## src/rtl/interp_ch_sched.sv

```systemverilog
// -----------------------------------------------------------------------------
// interp_ch_sched
//   Shares one factor-INTERP_L interpolator datapath between NUM_CH channels.
//   A round-robin arbiter accepts one sample from a requesting channel.
//   The block then sequences INTERP_L output beats for that sample.
//   Beat 0 carries the sample; the remaining beats are zero-stuffed.
//
// Parameters
//   NUM_CH    number of requesting channels (>=1)
//   INTERP_L  interpolation factor, output beats per input sample (>=2)
//
// Ports
//   clk            rising-edge clock
//   arst           asynchronous reset, active-high; forces every output to 0
//   src_valid_in   per-channel sample valid
//   src_ready_out  per-channel accept, one-hot or zero (Mealy on src_valid_in)
//   dst_valid_out  output beat valid to the downstream datapath
//   dst_ready_in   downstream ready
//   en_out         datapath advance, dst_valid_out & dst_ready_in
//   dm_out         1 = sample beat (phase 0), 0 = zero-stuffed beat
//   ld_out         load the accepted sample into the channel input register
//   ch_sel_out     channel owning the datapath (0 while idle)
//   phase_out      current output phase (0 while idle)
//   busy_out       high while beats are being emitted
//
// Configuration macro
//   INTERP_SCHED_BTB_EN  back-to-back mode. The arbiter also runs on the final
//                        beat handshake, so the next sample is accepted in the
//                        same cycle and the idle bubble between samples is removed.
// -----------------------------------------------------------------------------
module interp_ch_sched #(
  parameter int NUM_CH   = 4,
  parameter int INTERP_L = 2,
  localparam int CH_W    = (NUM_CH   > 1) ? $clog2(NUM_CH)   : 1,
  localparam int PH_W    = (INTERP_L > 1) ? $clog2(INTERP_L) : 1
) (
  input  logic              clk,
  input  logic              arst,
  input  logic [NUM_CH-1:0] src_valid_in,
  output logic [NUM_CH-1:0] src_ready_out,
  output logic              dst_valid_out,
  input  logic              dst_ready_in,
  output logic              en_out,
  output logic              dm_out,
  output logic              ld_out,
  output logic [CH_W-1:0]   ch_sel_out,
  output logic [PH_W-1:0]   phase_out,
  output logic              busy_out
);

  typedef enum logic {ST_IDLE, ST_EMIT} state_t;

  localparam logic [PH_W-1:0] LAST_PH = PH_W'(INTERP_L - 1);

  state_t            r_state,  w_state_nxt;
  logic [PH_W-1:0]   r_phase,  w_phase_nxt;
  logic [CH_W-1:0]   r_cur_ch, w_cur_ch_nxt;
  logic [CH_W-1:0]   r_rr_ptr, w_rr_ptr_nxt;

  logic [CH_W-1:0]   w_arb_base;
  logic              w_arb_found;
  logic [CH_W-1:0]   w_arb_idx;
  logic [NUM_CH-1:0] w_arb_onehot;

  logic [NUM_CH-1:0] w_src_ready;
  logic              w_dst_valid;
  logic              w_dm;
  logic              w_ld;
  logic [CH_W-1:0]   w_ch_sel;
  logic [PH_W-1:0]   w_phase_o;
  logic              w_busy;

  // ---------------------------------------------------------------------------
  // Round-robin search. It starts one past base and wraps, so the channel
  // served last has the lowest priority next time.
  // ---------------------------------------------------------------------------
  function automatic logic [CH_W:0] rr_pick(input logic [NUM_CH-1:0] req,
                                            input logic [CH_W-1:0]   base);
    logic            found;
    logic [CH_W-1:0] idx;
    int              c;
    found = 1'b0;
    idx   = '0;
    for (int k = 1; k <= NUM_CH; k++) begin
      c = (int'(base) + k) % NUM_CH;
      if (!found && req[c]) begin
        found = 1'b1;
        idx   = CH_W'(c);
      end
    end
    return {found, idx};
  endfunction

  // While idle, the search starts after rr_ptr.
  // On the back-to-back path, it starts after the channel that just finished.
  assign w_arb_base                = (r_state == ST_IDLE) ? r_rr_ptr : r_cur_ch;
  assign {w_arb_found, w_arb_idx}  = rr_pick(src_valid_in, w_arb_base);
  assign w_arb_onehot              = NUM_CH'(1) << w_arb_idx;

  // ---------------------------------------------------------------------------
  // State register
  // ---------------------------------------------------------------------------
  always_ff @(posedge clk or posedge arst) begin
    if (arst) begin
      r_state  <= ST_IDLE;
      r_phase  <= '0;
      r_cur_ch <= '0;
      r_rr_ptr <= CH_W'(NUM_CH - 1);
    end else begin
      r_state  <= w_state_nxt;
      r_phase  <= w_phase_nxt;
      r_cur_ch <= w_cur_ch_nxt;
      r_rr_ptr <= w_rr_ptr_nxt;
    end
  end

  // ---------------------------------------------------------------------------
  // Next-state and outputs
  // ---------------------------------------------------------------------------
  always_comb begin
    w_state_nxt  = r_state;
    w_phase_nxt  = r_phase;
    w_cur_ch_nxt = r_cur_ch;
    w_rr_ptr_nxt = r_rr_ptr;
    w_src_ready  = '0;
    w_dst_valid  = 1'b0;
    w_dm         = 1'b0;
    w_ld         = 1'b0;
    w_ch_sel     = '0;
    w_phase_o    = '0;
    w_busy       = 1'b0;

    unique case (r_state)
      ST_IDLE: begin
        if (w_arb_found) begin
          w_src_ready  = w_arb_onehot;
          w_ld         = 1'b1;
          w_cur_ch_nxt = w_arb_idx;
          w_phase_nxt  = '0;
          w_state_nxt  = ST_EMIT;
        end
      end

      ST_EMIT: begin
        w_dst_valid = 1'b1;
        w_busy      = 1'b1;
        w_dm        = (r_phase == '0);
        w_ch_sel    = r_cur_ch;
        w_phase_o   = r_phase;
        // With downstream stalled, everything holds.
        if (dst_ready_in) begin
          if (r_phase != LAST_PH) begin
            w_phase_nxt = r_phase + PH_W'(1);
          end else begin
            w_rr_ptr_nxt = r_cur_ch;
            w_phase_nxt  = '0;
            w_state_nxt  = ST_IDLE;
`ifdef INTERP_SCHED_BTB_EN
            // Accept the next sample on the final beat and stay in EMIT.
            // This keeps dst_valid_out high with no gap between samples.
            if (w_arb_found) begin
              w_src_ready  = w_arb_onehot;
              w_ld         = 1'b1;
              w_cur_ch_nxt = w_arb_idx;
              w_rr_ptr_nxt = w_arb_idx;
              w_state_nxt  = ST_EMIT;
            end
`endif
          end
        end
      end

      default: begin
        w_state_nxt = ST_IDLE;
      end
    endcase
  end

  // The idle-state outputs are Mealy on src_valid_in.
  // They are gated so the block is fully quiet while reset is held.
  assign src_ready_out = arst ? '0   : w_src_ready;
  assign dst_valid_out = arst ? 1'b0 : w_dst_valid;
  assign dm_out        = arst ? 1'b0 : w_dm;
  assign ld_out        = arst ? 1'b0 : w_ld;
  assign ch_sel_out    = arst ? '0   : w_ch_sel;
  assign phase_out     = arst ? '0   : w_phase_o;
  assign busy_out      = arst ? 1'b0 : w_busy;
  assign en_out        = dst_valid_out & dst_ready_in;

endmodule

```

## config.mk

```make
export PLATFORM = sky130hd
export DESIGN_NAME = interp_ch_sched
export DESIGN_NICKNAME = d
export VERILOG_FILES = /design/src/rtl/interp_ch_sched.sv
export SDC_FILE = /design/constraint.sdc
export NUM_CORES = 1
export LEC_CHECK = 0
export ABC_AREA = 1
export CORE_UTILIZATION = 37
export DETAILED_ROUTE_END_ITERATION = 16
export GPL_ROUTABILITY_DRIVEN = 0
export GPL_TIMING_DRIVEN = 0
export HOLD_SLACK_MARGIN = 0.03
export PLACE_DENSITY_LB_ADDON = 0.2
export SYNTH_ARGS = -nofsm -noshare
export SYNTH_HDL_FRONTEND = slang
export SYNTH_SLANG_ARGS = --single-unit
```

## constraint.sdc

```tcl
create_clock -name clk -period 1.8 [get_ports clk]
set_input_delay 0.36 -clock clk [delete_from_list [all_inputs] [get_ports clk]]
set_output_delay 0.36 -clock clk [all_outputs]
set_load 0.005 [all_outputs]
```

==> results_dict.tcl <==
set metrics [dict create \
    core_area_um2 1760 \
    synth_warnings 0 \
    synth.cell_area_um2 718 \
    p_leak_nw 0.620 \
    report.power.total_w 0.00234 \
    synthArstFlopShare_pct 100 \
    timing.final.max_slew_violations 0 \
    count_of_buffering_cells_on_the_critical_path_with_inverters_included 5 \
    clock_tree_from_tritoncts "built" \
    synth_most_common_cell "sky130_fd_sc_hd__nand2_1" \
    first_global_vias 749 \
    crit_path_end_kind "output port" \
    sequential_share_of_the_synthesized_area_pct 21.3 \
    slowest_stage_delay_cp_ps 580 \
    clock_tree.root_cell "sky130_fd_sc_hd__clkbuf_4" \
    fin_tns_setup_ps -2300 \
    max-clock-path-buffers 2 \
    buffer_ports.inserted 18 \
    syn_nets 121 \
    nets 160 \
    num_vias 830 \
    timing.critical_path.slowest_stage_cell "sky130_fd_sc_hd__dfstp_2" \
    clk_pin_slew_worst_paths_ps 50 \
    primary_ff_master_synth "sky130_fd_sc_hd__dfrtp_1" \
    timing.final.crit_share_pct 129 \
    placement.cell_area_um2 930 \
    final_cells 177 \
    ir_drop_uv 1170 \
    hpwlAfterDp_um 1290 \
    worstPathRequired_ps 1440 \
    grt_max_degree 8 \
    grt_antenna_before_repair 0 \
    vias_per_cell 4.69 \
    syn-instance-count 114 \
    synth.largest_area_cell "sky130_fd_sc_hd__nand2_1" \
    syn_avg_cell_area_um2 6.30 \
    p_per_area_nw_per_um2 2040 \
    global_route_wire_length_before_repair_um 3130 \
    critical_path.max_fanout 5 \
    design.die.area_um2 2120 \
    synthDistinctLibCells 21 \
    dominant_cells_by_area_after_synthesis "sky130_fd_sc_hd__nand2_1 (20%), sky130_fd_sc_hd__dfrtp_1 (14%), sky130_fd_sc_hd__nand2_2 (9.6%)" \
    place.detailed.instances 157 \
    detail_route.wirelength_um 1970 \
    globalRouteOverflowTotal 0 \
    timing.final.hold_violations 0 \
    synth.cells.most_frequent "sky130_fd_sc_hd__nand2_1 (39), sky130_fd_sc_hd__inv_1 (13), sky130_fd_sc_hd__nor2_1 (13), sky130_fd_sc_hd__nand2_2 (11), sky130_fd_sc_hd__nand3_1 (8)" \
    detail_route.drc_violations 0 \
    fin_ws_ps -519 \
    synthDominantCellAreaShare_pct 20.4 \
    maxCapViolCount 0 \
    crit_path_cell_trace "inv_2 -> nand2_4 -> nand2_4 -> nand2_4 -> nand2_4 -> nor2_4 -> nand4_1 -> inv_1 -> nor2_2 -> buf_4 -> buf_6 -> nor2_1 -> buf_2" \
    worst_skew_pair.late_latency_ps 250 \
    drt_iter0_drcs 16 \
    number_of_enable_type_register_cells_in_the_synthesized_netlist 0 \
    kind_of_start_point_of_the_critical_path "register" \
    final_period_minus_worst_setup_slack_ps 2320 \
    violations "setup timing" \
    fp-row-count 15 \
    setup.worst_path.class "register to output port" \
    layout-drive-gt1-share_pct 46.1 \
    area_delta_synth_final_pct 59.8 \
    fp.dieH_um 46.1 \
    antenna_cells 0 \
    htree_levels 1 \
    ant_nets 0 \
    stdcell_area_um2 1150 \
    initial_core_utilization_pct 40.7 \
    rsz_0062_raised_after_global_routing "yes" \
    pin_count 19 \
    route.detailed.wl_per_inst_um 11.1 \
    detail_route.first_pass.iterations 4 \
    crit_path_frequent_cell "sky130_fd_sc_hd__nand2_4" \
    tritoncts_num_sinks 6 \
    fmaxAchievable_ghz 0.431 \
    postSynthRegisterBits 6 \
    max_slew.worst_pin.slew_ps 403 \
    die_x_um 46.1 \
    arrival_ps 1960 \
    cts_inserted_buffers 3 \
    finalSetupViolCount 5 \
    worst_min_delay_path_class "input port to asynchronous set/reset pin" \
    worst_slew_margin_rel_pct 73.0 \
    status "complete, but fails checks" \
    grtUsageTotal_pct 20.6 \
    worst_clock_skew_ps 1.65 \
    critPathTopFamily "simple AND/OR/NAND/NOR gates" \
]
-- cell families (layout without fill, tap and decap cells) --
| family | count (synthesis) | after routing | synth area share [%] |
|---|---|---|---|
| AND/OR/NAND/NOR | 85 | 85 | 63.1 |
| flip-flops | 6 | 6 | 21.3 |
| AO/OA/AOI/OAI | 6 | 6 | 4.18 |
| buffers and inverters | 17 | 55 | 11.5 |
-- registers in the layout (all words and copies together), names as in the netlist --
| signal | flops |
|---|---|
| r_rr_ptr | 2 |
| r_state | 1 |
| r_phase | 1 |
| r_cur_ch | 2 |
-- per-layer routing --
metal / GRT usage [%] / share of wire [%]
met5: 0 / 0
met4: 7.06 / 1.7
met3: 7.84 / 4.3
met2: 32.1 / 50
met1: 25.8 / 44
-- worst reg2reg max path: cells and delay by family, from the launching register on --
kind	cells	cell delay, ps
simple gates	10	630
flops	1	580
buf+inv	3	340
compound gates	1	100
-- worst paths after layout --
path | from | to | slack [ps] | depth (start not counted)
min | arst | r_state | 320 | 2
max | r_rr_ptr[0] | src_ready_out[2] | -520 | 13
max in group asynchronous | arst | r_rr_ptr[1] | 1220 | 2
min in group clk | r_rr_ptr[1] | r_rr_ptr[1] | 530 | 2
max reg2reg | r_rr_ptr[0] | r_cur_ch[0] | 80 | 14
min reg2reg | r_rr_ptr[1] | r_rr_ptr[1] | 530 | 2
-- stage by stage --
stage          setup slack [ps]  hold WS (ps)  utilization, %
2_1_floorplan              38.8           150               -
3_3_place_gp               -714           495            52.7
3_5_place_dp               -743           506            52.7
4_1_cts                    -557           330            63.0
5_1_grt                    -628           352            65.0
6_report                   -519           325            65.0
-- cells in the final DEF, fill, tap and decap left out, drive strengths merged --
cell           instances
inv                   15
nand3                 11
nand4                  2
a21oi                  1
o21ai                  5
clkdlybuf4s50          6
buf                   23
dlygate4sd2            4
nor3b                  1
nor2                  16
dfrtp                  4
dfstp                  2
dlymetal6s2s           1
nand2                 55
clkbuf                 6
-- repair_timing --
item | 4_1_cts | 5_1_grt
pin swaps | 18 | 15
endpoints found under the setup margin | 12 | 12
hold buffers | 0 | 0
endpoints found under the hold margin | 0 | 0
resized for setup | 44 | 15
setup buffers | 15 | 1
-- area by class of cell --
| class | instances | area [µm²] |
|---|---|---|
| buffer | 2 | 18.8 |
| fill | 166 | 617 |
| inverter | 15 | 63.8 |
| multi-input combinational | 91 | 571 |
| tap | 25 | 31.3 |
| timing repair buffer | 34 | 284 |
| clock buffer | 4 | 26.3 |
| sequential | 6 | 153 |
-- power by group --
part | switching (W) | leakage [nW] | internal, W | total, W
clock network | 0.0000514 | 0.0150 | 0.0000842 | 0.000136
logic | 0.00105 | 0.538 | 0.000874 | 0.00193
registers | 0.0000654 | 0.0674 | 0.000213 | 0.000279
total | 0.00117 | 0.620 | 0.00117 | 0.00234
Note: power is estimated with default switching activity, not from simulation.
